==> src/rtl/mux_nx1_pipe_pkg.sv <==
// mux_pipe_pkg: shared elaboration helpers for the pipelined N:1 bit selector.
//   num_stages      - number of register stages for a given select width and
//                     number of 2:1 levels per stage.
//   stage_in_width  - width of the data vector entering stage k.
//   stage_levels    - number of 2:1 levels reduced inside stage k (the last
//                     stage may be short).
`timescale 1ns/1ps
package mux_pipe_pkg;

    function automatic int num_stages(input int sel_w, input int lvls);
        return (sel_w + lvls - 1) / lvls;
    endfunction

    function automatic int stage_in_width(input int sel_w, input int lvls, input int k);
        return (1 << sel_w) >> (k * lvls);
    endfunction

    function automatic int stage_levels(input int sel_w, input int lvls, input int k);
        int rem;
        rem = sel_w - k * lvls;
        return (rem < lvls) ? rem : lvls;
    endfunction

endpackage

==> src/rtl/mux_nx1_pipe_if.sv <==
// mux_nx1_pipe_if: sample/result bundle of the pipelined N:1 bit selector.
//   in[N-1:0]      parallel data bus (N = 2**SEL_W)
//   sel            index of the bit to forward
//   in_valid       qualifier for in/sel
//   out            selected bit, registered
//   out_valid      one-cycle pulse per accepted sample
//   out_sel        select value that produced out
// master drives samples and observes results; slave is the selector.
`timescale 1ns/1ps
interface mux_nx1_pipe_if #(
    parameter int SEL_W = 10
);
    localparam int N = 1 << SEL_W;

    logic [N-1:0]     in;
    logic [SEL_W-1:0] sel;
    logic             in_valid;
    logic             out;
    logic             out_valid;
    logic [SEL_W-1:0] out_sel;

    modport master (
        output in, sel, in_valid,
        input  out, out_valid, out_sel
    );

    modport slave (
        input  in, sel, in_valid,
        output out, out_valid, out_sel
    );
endinterface

==> src/rtl/mux_nx1_pipe_stage.sv <==
// mux_pipe_stage: one registered slice of the 2:1 reduction tree.
// Reduces IN_W inputs by a factor of 2**L using the low L bits of the
// remaining select; the consumed bits are shifted out for the next stage.
//   clk, rst       rising-edge clock, synchronous active-high reset
//   valid_i        sample qualifier; data/select fields load only when high
//   data_i         data vector entering this stage
//   sel_rem_i      unconsumed select bits (LSB-aligned)
//   sel_full_i     original select, carried for out_sel
//   valid_o, data_o, sel_rem_o, sel_full_o  registered stage outputs
`timescale 1ns/1ps
module mux_pipe_stage #(
    parameter int IN_W  = 4,
    parameter int L     = 2,
    parameter int SEL_W = 2
) (
    input  logic                   clk,
    input  logic                   rst,
    input  logic                   valid_i,
    input  logic [IN_W-1:0]        data_i,
    input  logic [SEL_W-1:0]       sel_rem_i,
    input  logic [SEL_W-1:0]       sel_full_i,
    output logic                   valid_o,
    output logic [(IN_W>>L)-1:0]   data_o,
    output logic [SEL_W-1:0]       sel_rem_o,
    output logic [SEL_W-1:0]       sel_full_o
);
    localparam int OUT_W = IN_W >> L;
    localparam int GRP   = 1 << L;
    localparam int IW    = $clog2(IN_W);

    logic [OUT_W-1:0] data_d, data_q;
    logic [SEL_W-1:0] sel_rem_d, sel_rem_q;
    logic [SEL_W-1:0] sel_full_d, sel_full_q;
    logic             valid_d, valid_q;

    // L cascaded 2:1 levels driven by sel bits 0..L-1 pick element
    // sel[L-1:0] out of each aligned group of 2**L inputs, so the group
    // base plus the low select bits addresses the surviving input directly.
    always_comb begin
        logic [IW-1:0] idx;
        idx        = '0;
        data_d     = data_q;
        sel_rem_d  = sel_rem_q;
        sel_full_d = sel_full_q;
        valid_d    = valid_i;
        if (valid_i) begin
            for (int i = 0; i < OUT_W; i++) begin
                idx       = IW'(i * GRP) | IW'(sel_rem_i[L-1:0]);
                data_d[i] = data_i[idx];
            end
            sel_rem_d  = sel_rem_i >> L;
            sel_full_d = sel_full_i;
        end
    end

    always_ff @(posedge clk) begin
        if (rst) begin
            data_q     <= '0;
            sel_rem_q  <= '0;
            sel_full_q <= '0;
            valid_q    <= 1'b0;
        end else begin
            data_q     <= data_d;
            sel_rem_q  <= sel_rem_d;
            sel_full_q <= sel_full_d;
            valid_q    <= valid_d;
        end
    end

    assign valid_o    = valid_q;
    assign data_o     = data_q;
    assign sel_rem_o  = sel_rem_q;
    assign sel_full_o = sel_full_q;

endmodule

==> src/rtl/mux_nx1_pipe.sv <==
// mux_nx1_pipe: pipelined N:1 bit selector (N = 2**SEL_W). The 2:1 tree is
// cut into S = ceil(SEL_W / LVLS_PER_STAGE) register stages; valid and select
// travel with each sample so one sample per clock streams through.
// A sample accepted at edge t appears on the outputs after edge t+S-1.
//   clk, rst   rising-edge clock, synchronous active-high reset
//   scan_en    (MUX_SCAN_EN builds only) use the internal scan counter as
//              select; the counter advances on each accepted sample
//   bus        mux_nx1_pipe_if slave: in/sel/in_valid -> out/out_valid/out_sel
// Optional feature macro: MUX_SCAN_EN.
`timescale 1ns/1ps
module mux_nx1_pipe
    import mux_pipe_pkg::*;
#(
    parameter int SEL_W          = 10,
    parameter int LVLS_PER_STAGE = 2
) (
    input logic           clk,
    input logic           rst,
`ifdef MUX_SCAN_EN
    input logic           scan_en,
`endif
    mux_nx1_pipe_if.slave bus
);
    localparam int S = num_stages(SEL_W, LVLS_PER_STAGE);

    logic [SEL_W-1:0] sel_src;

`ifdef MUX_SCAN_EN
    logic [SEL_W-1:0] scan_cnt_d, scan_cnt_q;

    // Exactly SEL_W bits wide, so N-1 rolls over to 0 on its own.
    always_comb begin
        scan_cnt_d = scan_cnt_q;
        if (scan_en && bus.in_valid) begin
            scan_cnt_d = scan_cnt_q + 1'b1;
        end
    end

    always_ff @(posedge clk) begin
        if (rst) begin
            scan_cnt_q <= '0;
        end else begin
            scan_cnt_q <= scan_cnt_d;
        end
    end

    assign sel_src = scan_en ? scan_cnt_q : bus.sel;
`else
    assign sel_src = bus.sel;
`endif

    for (genvar k = 0; k < S; k++) begin : g_stage
        localparam int IN_W = stage_in_width(SEL_W, LVLS_PER_STAGE, k);
        localparam int L    = stage_levels(SEL_W, LVLS_PER_STAGE, k);

        logic                 valid_i;
        logic [IN_W-1:0]      data_i;
        logic [SEL_W-1:0]     sel_rem_i;
        logic [SEL_W-1:0]     sel_full_i;
        logic                 valid_o;
        logic [(IN_W>>L)-1:0] data_o;
        logic [SEL_W-1:0]     sel_rem_o;
        logic [SEL_W-1:0]     sel_full_o;

        if (k == 0) begin : g_head
            assign valid_i    = bus.in_valid;
            assign data_i     = bus.in;
            assign sel_rem_i  = sel_src;
            assign sel_full_i = sel_src;
        end else begin : g_body
            assign valid_i    = g_stage[k-1].valid_o;
            assign data_i     = g_stage[k-1].data_o;
            assign sel_rem_i  = g_stage[k-1].sel_rem_o;
            assign sel_full_i = g_stage[k-1].sel_full_o;
        end

        mux_pipe_stage #(
            .IN_W  (IN_W),
            .L     (L),
            .SEL_W (SEL_W)
        ) u_stage (
            .clk        (clk),
            .rst        (rst),
            .valid_i    (valid_i),
            .data_i     (data_i),
            .sel_rem_i  (sel_rem_i),
            .sel_full_i (sel_full_i),
            .valid_o    (valid_o),
            .data_o     (data_o),
            .sel_rem_o  (sel_rem_o),
            .sel_full_o (sel_full_o)
        );

        // Every select bit has been consumed by the final stage.
        if (k == S - 1) begin : g_tail
            logic [SEL_W-1:0] sel_rem_unused;
            assign sel_rem_unused = sel_rem_o;
        end
    end

    assign bus.out       = g_stage[S-1].data_o[0];
    assign bus.out_valid = g_stage[S-1].valid_o;
    assign bus.out_sel   = g_stage[S-1].sel_full_o;

endmodule

==> src/flat_wrapper.sv <==
// flat-port wrapper written by rule: the top's interface ports become plain ports
module mux_nx1_pipe_flat import mux_pipe_pkg::*;
#(
    parameter int SEL_W          = 10,
    parameter int LVLS_PER_STAGE = 2
)
  (clk, rst, bus_in, bus_sel, bus_in_valid, bus_out, bus_out_valid, bus_out_sel);
  mux_nx1_pipe_if #(.SEL_W(SEL_W)) bus_i ();
  input logic clk;
  input logic rst;
  input wire logic [$bits(bus_i.in)-1:0] bus_in;
  input wire logic [$bits(bus_i.sel)-1:0] bus_sel;
  input wire logic [$bits(bus_i.in_valid)-1:0] bus_in_valid;
  output wire logic [$bits(bus_i.out)-1:0] bus_out;
  output wire logic [$bits(bus_i.out_valid)-1:0] bus_out_valid;
  output wire logic [$bits(bus_i.out_sel)-1:0] bus_out_sel;
  assign bus_i.in = bus_in;
  assign bus_i.sel = bus_sel;
  assign bus_i.in_valid = bus_in_valid;
  assign bus_out = bus_i.out;
  assign bus_out_valid = bus_i.out_valid;
  assign bus_out_sel = bus_i.out_sel;
  mux_nx1_pipe #(.SEL_W(SEL_W), .LVLS_PER_STAGE(LVLS_PER_STAGE)) u_core (.clk(clk), .rst(rst), .bus(bus_i));
endmodule
==> config.mk <==
export PLATFORM = sky130hd
export DESIGN_NAME = mux_nx1_pipe_flat
export DESIGN_NICKNAME = d
export VERILOG_FILES = /design/src/rtl/mux_nx1_pipe_pkg.sv /design/src/rtl/mux_nx1_pipe_if.sv /design/src/rtl/mux_nx1_pipe_stage.sv /design/src/rtl/mux_nx1_pipe.sv /design/src/flat_wrapper.sv
export SDC_FILE = /design/constraint.sdc
export NUM_CORES = 1
export LEC_CHECK = 0
export CAP_MARGIN = 25
export CORE_AREA = 2 2 404 406
export CTS_CLUSTER_DIAMETER = 60
export DETAILED_ROUTE_END_ITERATION = 7
export DIE_AREA = 0 0 406 408
export RECOVER_POWER = 50
export SYNTH_ARGS = -nofsm -noshare
export SYNTH_HDL_FRONTEND = slang
export SYNTH_SLANG_ARGS = --single-unit
==> constraint.sdc <==
create_clock -name clk -period 1.95 [get_ports clk]
set_input_delay 0.39 -clock clk [delete_from_list [all_inputs] [get_ports clk]]
set_output_delay 0.39 -clock clk [all_outputs]
set_load 0.05 [all_outputs]
* Word level (Yosys, flattened, before mapping)
Index checks and enable logic that the tools add are counted.
** Word-level totals
- Bits in registers :: 416
- Bits of input ports :: 1037
- Word-level logic and storage cells :: 1042
- Output and inout bits :: 12
** Operators by class
- $lt $le $gt $ge :: 341
- Mux-type cells :: 682
** Operators by type and width (count)
- $lt 10x11->1 const B :: 128
- $lt 9x11->1 const B :: 64
- $bmux 1 s2 :: 341
- $lt 8x11->1 const B :: 32
- $mux 1 :: 341
- $lt 8x9->1 const B :: 32
- $lt 7x11->1 const B :: 16
- $lt 7x9->1 const B :: 16
- $lt 6x11->1 const B :: 8
- $lt 6x9->1 const B :: 8
- $lt 6x7->1 const B :: 8
- $lt 5x11->1 const B :: 4
- $lt 5x9->1 const B :: 4
- $lt 5x7->1 const B :: 4
- $lt 4x11->1 const B :: 2
- $lt 4x9->1 const B :: 2
- $lt 4x7->1 const B :: 2
- $lt 2x11->1 const B :: 1
- $lt 3x11->1 const B :: 1
- $lt 4x5->1 const B :: 2
- $lt 2x9->1 const B :: 1
- $lt 3x9->1 const B :: 1
- $lt 2x7->1 const B :: 1
- $lt 3x7->1 const B :: 1
- other kinds (3) :: 3

* Depth between registers and ports, before layout
Gate-level depths: netlist (run 1).
- Word-level depth :: 2
- Mapped depth :: 6
- Mapped depth without buffers :: 2

* Cells and area by module
From an unflattened synthesis (run 1), not the netlist that was laid out.
** Second synthesis, totals
- Cells, all modules :: 2256
- Area total of the unflattened synthesis :: 26332.8 um^2
** By module, submodules not included
- mux_pipe_stage (u_core.g_stage[0].u_stage) :: cells an instance 1516, seq. area each 5505.3 um^2, instances 1, area an instance 17884.7 um^2
- mux_pipe_stage (u_core.g_stage[1].u_stage) :: cells an instance 427, seq. area each 1661.6 um^2, instances 1, area an instance 5009.8 um^2
- mux_pipe_stage (u_core.g_stage[2].u_stage) :: cells an instance 156, seq. area each 700.7 um^2, instances 1, area an instance 1740.4 um^2
- mux_pipe_stage (u_core.g_stage[3].u_stage) :: cells an instance 87, seq. area each 460.4 um^2, instances 1, area an instance 945.9 um^2
- mux_pipe_stage (u_core.g_stage[4].u_stage) :: cells an instance 70, seq. area each 400.4 um^2, instances 1, area an instance 752.0 um^2

* Least setup slack after synthesis (run 1)
OpenSTA, ideal clock, no wires.
- Path type :: input -> register
- Start :: input port bus_sel[1]
- End :: register u_core.g_stage[0].u_stage.data_q[207]
- Slack :: 0.486 ns
- Path buffers :: 3
- Data required time :: 1.821 ns
- Arrival :: 1.335 ns
- Cell stages on the path :: 5
- Setup time :: 0.129 ns
- Cells stage by stage :: buf_2 > buf_2 > buf_2 > mux2i_1 > o221ai_2
** On the way
- Word-level cells in the longest chain between the ends :: 2
** Ends and longest elaborated chain
- start, declared :: RTL line flat_wrapper.sv:12 : input wire logic [$bits(bus_i.sel)-1:0] bus_sel;
- $bmux 1 s2 :: RTL line mux_nx1_pipe_stage.sv:49 : data_d[i] = data_i[idx];
- $mux 1 (not written as such) :: RTL line mux_nx1_pipe_stage.sv:49
- end signal, assigned :: RTL line mux_nx1_pipe_stage.sv:63 : data_q <= data_d;
- end, declared :: RTL line mux_nx1_pipe_stage.sv:31 : logic [OUT_W-1:0] data_d, data_q;
Every way passes these cells. The select of a mux whose other input is x is not followed.
A chain may end at the register's enable or synchronous reset.

==> impl_metrics.tcl, run 1 <==
set metrics [dict create \
    status "finished, final reports clean" \
    timing_worst_setup_path_type "in2reg" \
    grt.overflow.total 0 \
    fp.dieH_um 408 \
    min_path_type "in2reg" \
    io_pins 1049 \
    drtIter0Drc 1139 \
    clock_skew_ns 0.0206 \
    ys_ff_latch 396 \
    vdd_ir_drop_max_v 0.000583 \
    clock_latency_ns 0.65 \
    relSlewSlack_pct 42.1 \
    r2r_start "u_core.g_stage[1].u_stage.valid_o" \
    cts_max_path_buffers 3 \
    drive_gt1_share_pct 25.0 \
    combPwrFrac_pct 22.3 \
    endpoint_kind "register" \
    fmax_mhz 529 \
    min_from "bus_in_valid" \
    cp.arrival_ns 2.45 \
    yosys.area.top_type_share_pct 32.6 \
    power_frac_seq_pct 35.8 \
    start_kind "input pin" \
    cpMaxStageDelayCell "or3b_2" \
    place.gp.congestion 0.928 \
    multi_input_area_um2 14800 \
    worst_slack_ns 0.0607 \
    avgSynthCellArea_um2 11.5 \
    power.leakage_nw 14.4 \
    whs_endpoint "u_core.g_stage[0].u_stage.sel_full_o[0]" \
    clkTransAtPathRegs_ns 0.06 \
    p_clk_share_pct 41.9 \
    clockRootBuffer "clkbuf_16" \
    yosys_warnings 0 \
    via_per_inst 4.05 \
    yosysTopAreaCell "dfxtp_1" \
    internal-power_mw 18.1 \
    rsz0062_at_grt "no" \
    syn-num-nets 3152 \
    power_density_nw_per_um2 629 \
    num-nets-final 4189 \
    die-area_um2 166000 \
    ys_seq_area_share_pct 32.6 \
    rr_worst_depth 4 \
    drv_cap 0 \
    grtUsageTotal_pct 13.3 \
    wl_per_cell_um 21.6 \
    fill_cells 17200 \
    dr.pass1.iters 4 \
    start_util_pct 15.0 \
    r2r_end "u_core.g_stage[2].u_stage.data_o[5]" \
    drt-total-wl_mm 116 \
    place_ws_ns -0.146 \
    rrSetupSlack_ns 0.16 \
    cts_max_level 2 \
    grt_max_degree 153 \
    slew_violations 0 \
    tritoncts "yes" \
    io_buffers 1048 \
    cts.sinks 396 \
    worstPathRequired_ns 2.51 \
    row_count 148 \
    dp_hpwl_mm 93.8 \
    netlist-cell-type-count 15 \
    swShare_pct 27.3 \
    tns_ns 0 \
    numCtsBuffers 56 \
    synthCells 2115 \
    slowest_delay_ns 0.67 \
    switchingPower_mw 6.79 \
    netlist_top_cells_area "dfxtp_1, mux2i_1, o221ai_2" \
    whs_path_depth 3 \
    vias 21800 \
    postRouteAntennaNets 0 \
    hold_viol 0 \
    antenna_found_initial 17 \
    period_share_pct 96.9 \
    grt_first_pass_wirelength_mm 161 \
    path_cells "dlygate4sd3_1 > buf_8 > clkbuf_8 > or3b_2 > o221ai_2" \
    worst_pin_slew_ns 0.869 \
    finalSetupViolCount 0 \
    grt_pass1_vias 23200 \
    regArea_um2 7940 \
    postCtsSetupBuffers 0 \
    core-area_um2 162000 \
    cp_max_fo 116 \
    syn-cell-area_um2 24300 \
    syn_to_final_growth_pct 62.7 \
    die_w_um 406 \
    whs_ns 0.177 \
    fin_crit_ns 1.89 \
    route.detailed.drc 0 \
]
-- metal layers --
| layer | share of wire [%] | vias to the layer above | routed length (µm) | track usage, % |
|---|---|---|---|---|
| met5 | 0.051 | - | 59 | 0 |
| met4 | 3.2 | 8 | 3670 | 4.51 |
| met3 | 5.8 | 146 | 6710 | 2.35 |
| met2 | 49 | 729 | 57000 | 23.2 |
| met1 | 42 | 10500 | 48800 | 16.3 |
| li1 | - | 10400 | - | - |
-- layout make-up --
| class | count | area share [%] |
|---|---|---|
| tap | 2175 | 6.88 |
| clock inverter | 24 | 0.779 |
| clock buffer | 78 | 3.96 |
| timing repair buffer | 1219 | 30.7 |
| sequential | 396 | 20.1 |
| multi-input combinational | 1479 | 37.6 |
| antenna | 8 | 0.0506 |
-- cells in the mapped netlist, drive strengths merged --
library cell,n
mux2i,732
nand3b,5
nor2,50
clkbuf,83
o221ai,341
dfxtp,396
buf,157
nor2b,5
or3b,346
-- what timing repair did --
| action | 4_1_cts | 5_1_grt |
|---|---|---|
| gates resized for setup | 18 | 1 |
| setup endpoints to repair | 8 | 1 |
| hold buffers | 1 | 0 |
| endpoints found under the hold margin | 2 | 0 |
-- per-stage QoR --
stage               instances  utilization (%)  total power, mW  area [µm²]
floorplan                2115                -             11.3       24300
finish                   5379             24.5             24.8       39500
detailed placement       5268             23.5             14.7       38000
global route             5374             24.4             25.9       39500
CTS                      5371             24.7             25.4       39900
global placement         5268             23.5             14.7       38000
-- layout by cell type (no fill, tap or decap), types with 27 or more instances in the layout --
| cell type | count |
|---|---|
| clkdlybuf4s50_1 | 1033 |
| o221ai_1 | 143 |
| nor2_1 | 50 |
| dfxtp_1 | 394 |
| buf_12 | 34 |
| mux2i_1 | 731 |
| buf_4 | 115 |
| clkbuf_1 | 27 |
| or3b_2 | 341 |
| o221ai_2 | 198 |
| clkbuf_16 | 56 |
-- critical path: cells and delay by family --
family | cells | cell delay [ns]
buffers and inverters | 3 | 1.06
and+or+nand+nor | 1 | 0.67
AOI/OAI and AO/OA | 1 | 0.08
-- registers in the layout (all words and copies together), names as in the netlist --
signal,flops
u_core.g_stage.u_stage.data_o,341
u_core.g_stage.u_stage.sel_full_o,50
u_core.g_stage.u_stage.valid_o,5
-- power groups by stage --
| stage | registers [mW] | clock network, mW | logic [mW] |
|---|---|---|---|
| floorplan | 8.90 | 0 | 2.45 |
| global placement | 9.08 | 0 | 5.65 |
| detailed placement | 9.06 | 0 | 5.68 |
| CTS | 8.90 | 10.8 | 5.71 |
| global route | 8.95 | 11.0 | 5.90 |
| finish | 8.90 | 10.4 | 5.55 |
-- worst max path at each step --
stage / start / to
2_1_floorplan: bus_sel[1] / u_core.g_stage[0].u_stage.data_o[207]
3_3_place_gp: bus_sel[1] / u_core.g_stage[0].u_stage.data_o[252]
3_5_place_dp: bus_sel[1] / u_core.g_stage[0].u_stage.data_o[252]
4_1_cts: u_core.g_stage[4].u_stage.sel_full_o[1] / bus_out_sel[1]
5_1_grt: u_core.g_stage[4].u_stage.sel_full_o[4] / bus_out_sel[4]
6_report: rst / u_core.g_stage[0].u_stage.data_o[60]
-- cells by family after synthesis --
| family | count (synthesis) | synth area share [%] |
|---|---|---|
| AND/OR/NAND/NOR | 406 | 13.5 |
| multiplexers | 732 | 30.2 |
| flip-flops | 396 | 32.6 |
| buffers and inverters | 240 | 5.21 |
| AO/OA/AOI/OAI | 341 | 18.5 |
No activity file was read; power rests on OpenSTA's default activity.
==> run 2: changes to the inputs <==
- CORE_AREA: 2 2 404 406 -> 2 2 414 416
- DIE_AREA: 0 0 406 408 -> 0 0 416 418
==> impl_metrics.tcl, run 2 (synthesis gave the netlist of run 1 again) <==
set metrics [dict create \
    status "finished, final reports clean" \
    whs_path_depth 2 \
    slew_violations 0 \
    r2r_start "u_core.g_stage[0].u_stage.sel_full_o[3]" \
    clock_latency_ns 0.62 \
    relSlewSlack_pct 34.6 \
    clockRootBuffer "clkbuf_16" \
    tritoncts "yes" \
    core-area_um2 169000 \
    min_path_type "in2reg" \
    rr_worst_depth 4 \
    numCtsBuffers 54 \
    die-area_um2 174000 \
    via_per_inst 3.98 \
    dp_hpwl_mm 91.3 \
    grt_first_pass_wirelength_mm 158 \
    r2r_end "u_core.g_stage[1].u_stage.data_o[23]" \
    endpoint_kind "register" \
    power.leakage_nw 14.5 \
    worst_slack_ns 0.0123 \
    largest_reg_flops 341 \
    startpoint "bus_sel[0]" \
    timing_worst_setup_path_type "in2reg" \
    postRouteAntennaNets 0 \
    vias 21600 \
    fmax_mhz 516 \
    die_w_um 416 \
    drt-total-wl_mm 112 \
    grt_pass1_vias 23200 \
    power_density_nw_per_um2 614 \
    finalSetupViolCount 0 \
    place_ws_ns -0.265 \
    drv_cap 0 \
    hold_viol 0 \
    wl_per_cell_um 20.6 \
    start_util_pct 14.4 \
    place.gp.congestion 0.865 \
    antenna_found_initial 10 \
    num-nets-final 4218 \
    row_count 151 \
    fin_crit_ns 1.94 \
    cp_max_fo 21 \
    io_buffers 1048 \
    tns_ns 0 \
    cts_max_level 2 \
    route.detailed.drc 0 \
    grt.overflow.total 0 \
    drtIter0Drc 950 \
    final_cell_area_um2 39400 \
    clkTransAtPathRegs_ns 0.06 \
    whs_endpoint "u_core.g_stage[2].u_stage.sel_full_o[2]" \
    layout_common_cells "clkdlybuf4s50_1, mux2i_1, dfxtp_1, or3b_2, o221ai_1" \
    worstPathRequired_ns 2.48 \
    grt_max_degree 111 \
    min_from "rst" \
    start_kind "input pin" \
    period_share_pct 99.4 \
    rrSetupSlack_ns 0.10 \
    cts.sinks 396 \
    hold_buffers 0 \
    total_power_mw 24.2 \
    io_pins 1049 \
    rsz0062_at_grt "no" \
    clock_skew_ns 0.0247 \
    dr.pass1.iters 5 \
    final_common_cell "clkdlybuf4s50_1" \
    fp.dieH_um 418 \
    cts_max_path_buffers 3 \
    postCtsSetupBuffers 0 \
    grtUsageTotal_pct 12.2 \
    worst_pin_slew_ns 0.981 \
    drive_gt1_share_pct 24.5 \
    cp.arrival_ns 2.47 \
    placed_area_um2 38300 \
    vdd_ir_drop_max_v 0.000570 \
    syn_to_final_growth_pct 62.4 \
]
## run 2: cell count changes in the layout (fill, tap and decap cells not counted), moves of 4 or more
cell / before / now
o221ai_2: 198 / 162
inv_6: 11 / 2
clkbuf_2: 9 / 14
diode_2: 8 / 4
buf_4: 115 / 144
o221ai_1: 143 / 179
## run 2: report_power, final
group | internal [mW] | switching [mW] | leakage [nW] | total [mW]
registers | 8.59 | 0.293 | 3.25 | 8.88
logic | 3.30 | 2.17 | 10.4 | 5.46
clock network | 5.89 | 3.99 | 0.862 | 9.88
## run 2: area by class of cell
| type | count | area (µm²) |
|---|---|---|
| multi-input cells | 1479 | 14600 |
| fillers | 18100 | 130000 |
| flip-flops and latches | 396 | 7940 |
| diodes | 4 | 10.0 |
| well taps | 2218 | 2780 |
| repair buffers | 1250 | 12400 |
| clock inverters | 18 | 208 |
| clock buffers | 76 | 1540 |
## run 2: per-stage QoR
stage / instances / util [%] / hold slack [ns]
floorplan: 2115 / - / 0.460
global placement: 5343 / 22.7 / 0.474
detailed placement: 5343 / 22.7 / 0.482
CTS: 5437 / 23.7 / 0.0358
global route: 5440 / 23.3 / 0.0572
finish: 5441 / 23.3 / 0.0887
## run 2: how the worst max path moves through the flow
stage | endpoint | slack, ns | cells past startpoint
2_1_floorplan | u_core.g_stage[0].u_stage.data_o[207] | 0.49 | 5
3_3_place_gp | u_core.g_stage[0].u_stage.data_o[1] | -0.23 | 5
3_5_place_dp | u_core.g_stage[0].u_stage.data_o[1] | -0.26 | 5
4_1_cts | bus_out_sel[5] | 0.005 | 1
5_1_grt | bus_out_sel[5] | 0.001 | 1
6_report | u_core.g_stage[0].u_stage.data_o[131] | 0.01 | 5
## run 2: repair_timing
| item | CTS | global route |
|---|---|---|
| endpoints found under the setup margin | 5 | 0 |
| endpoints found under the hold margin | 0 | 0 |
| gates resized for setup | 7 | 0 |
## run 2: per-layer routing
metal  part of all wire [%]  up-vias  GRT usage [%]  wire, µm
met5                  0.034        -              0        38
met1                     42    10400           14.8     47000
met2                     51      666           22.0     56800
met3                    5.1      115           2.33      5740
met4                    2.1        6           3.03      2330
li1                       -    10500              -         -
## run 2: critical path, stage by stage
cell and delay, ns:
clkdlybuf4s50_1 0.44, or3b_1 0.45, clkbuf_2 0.48, buf_4 0.44, o221ai_1 0.18
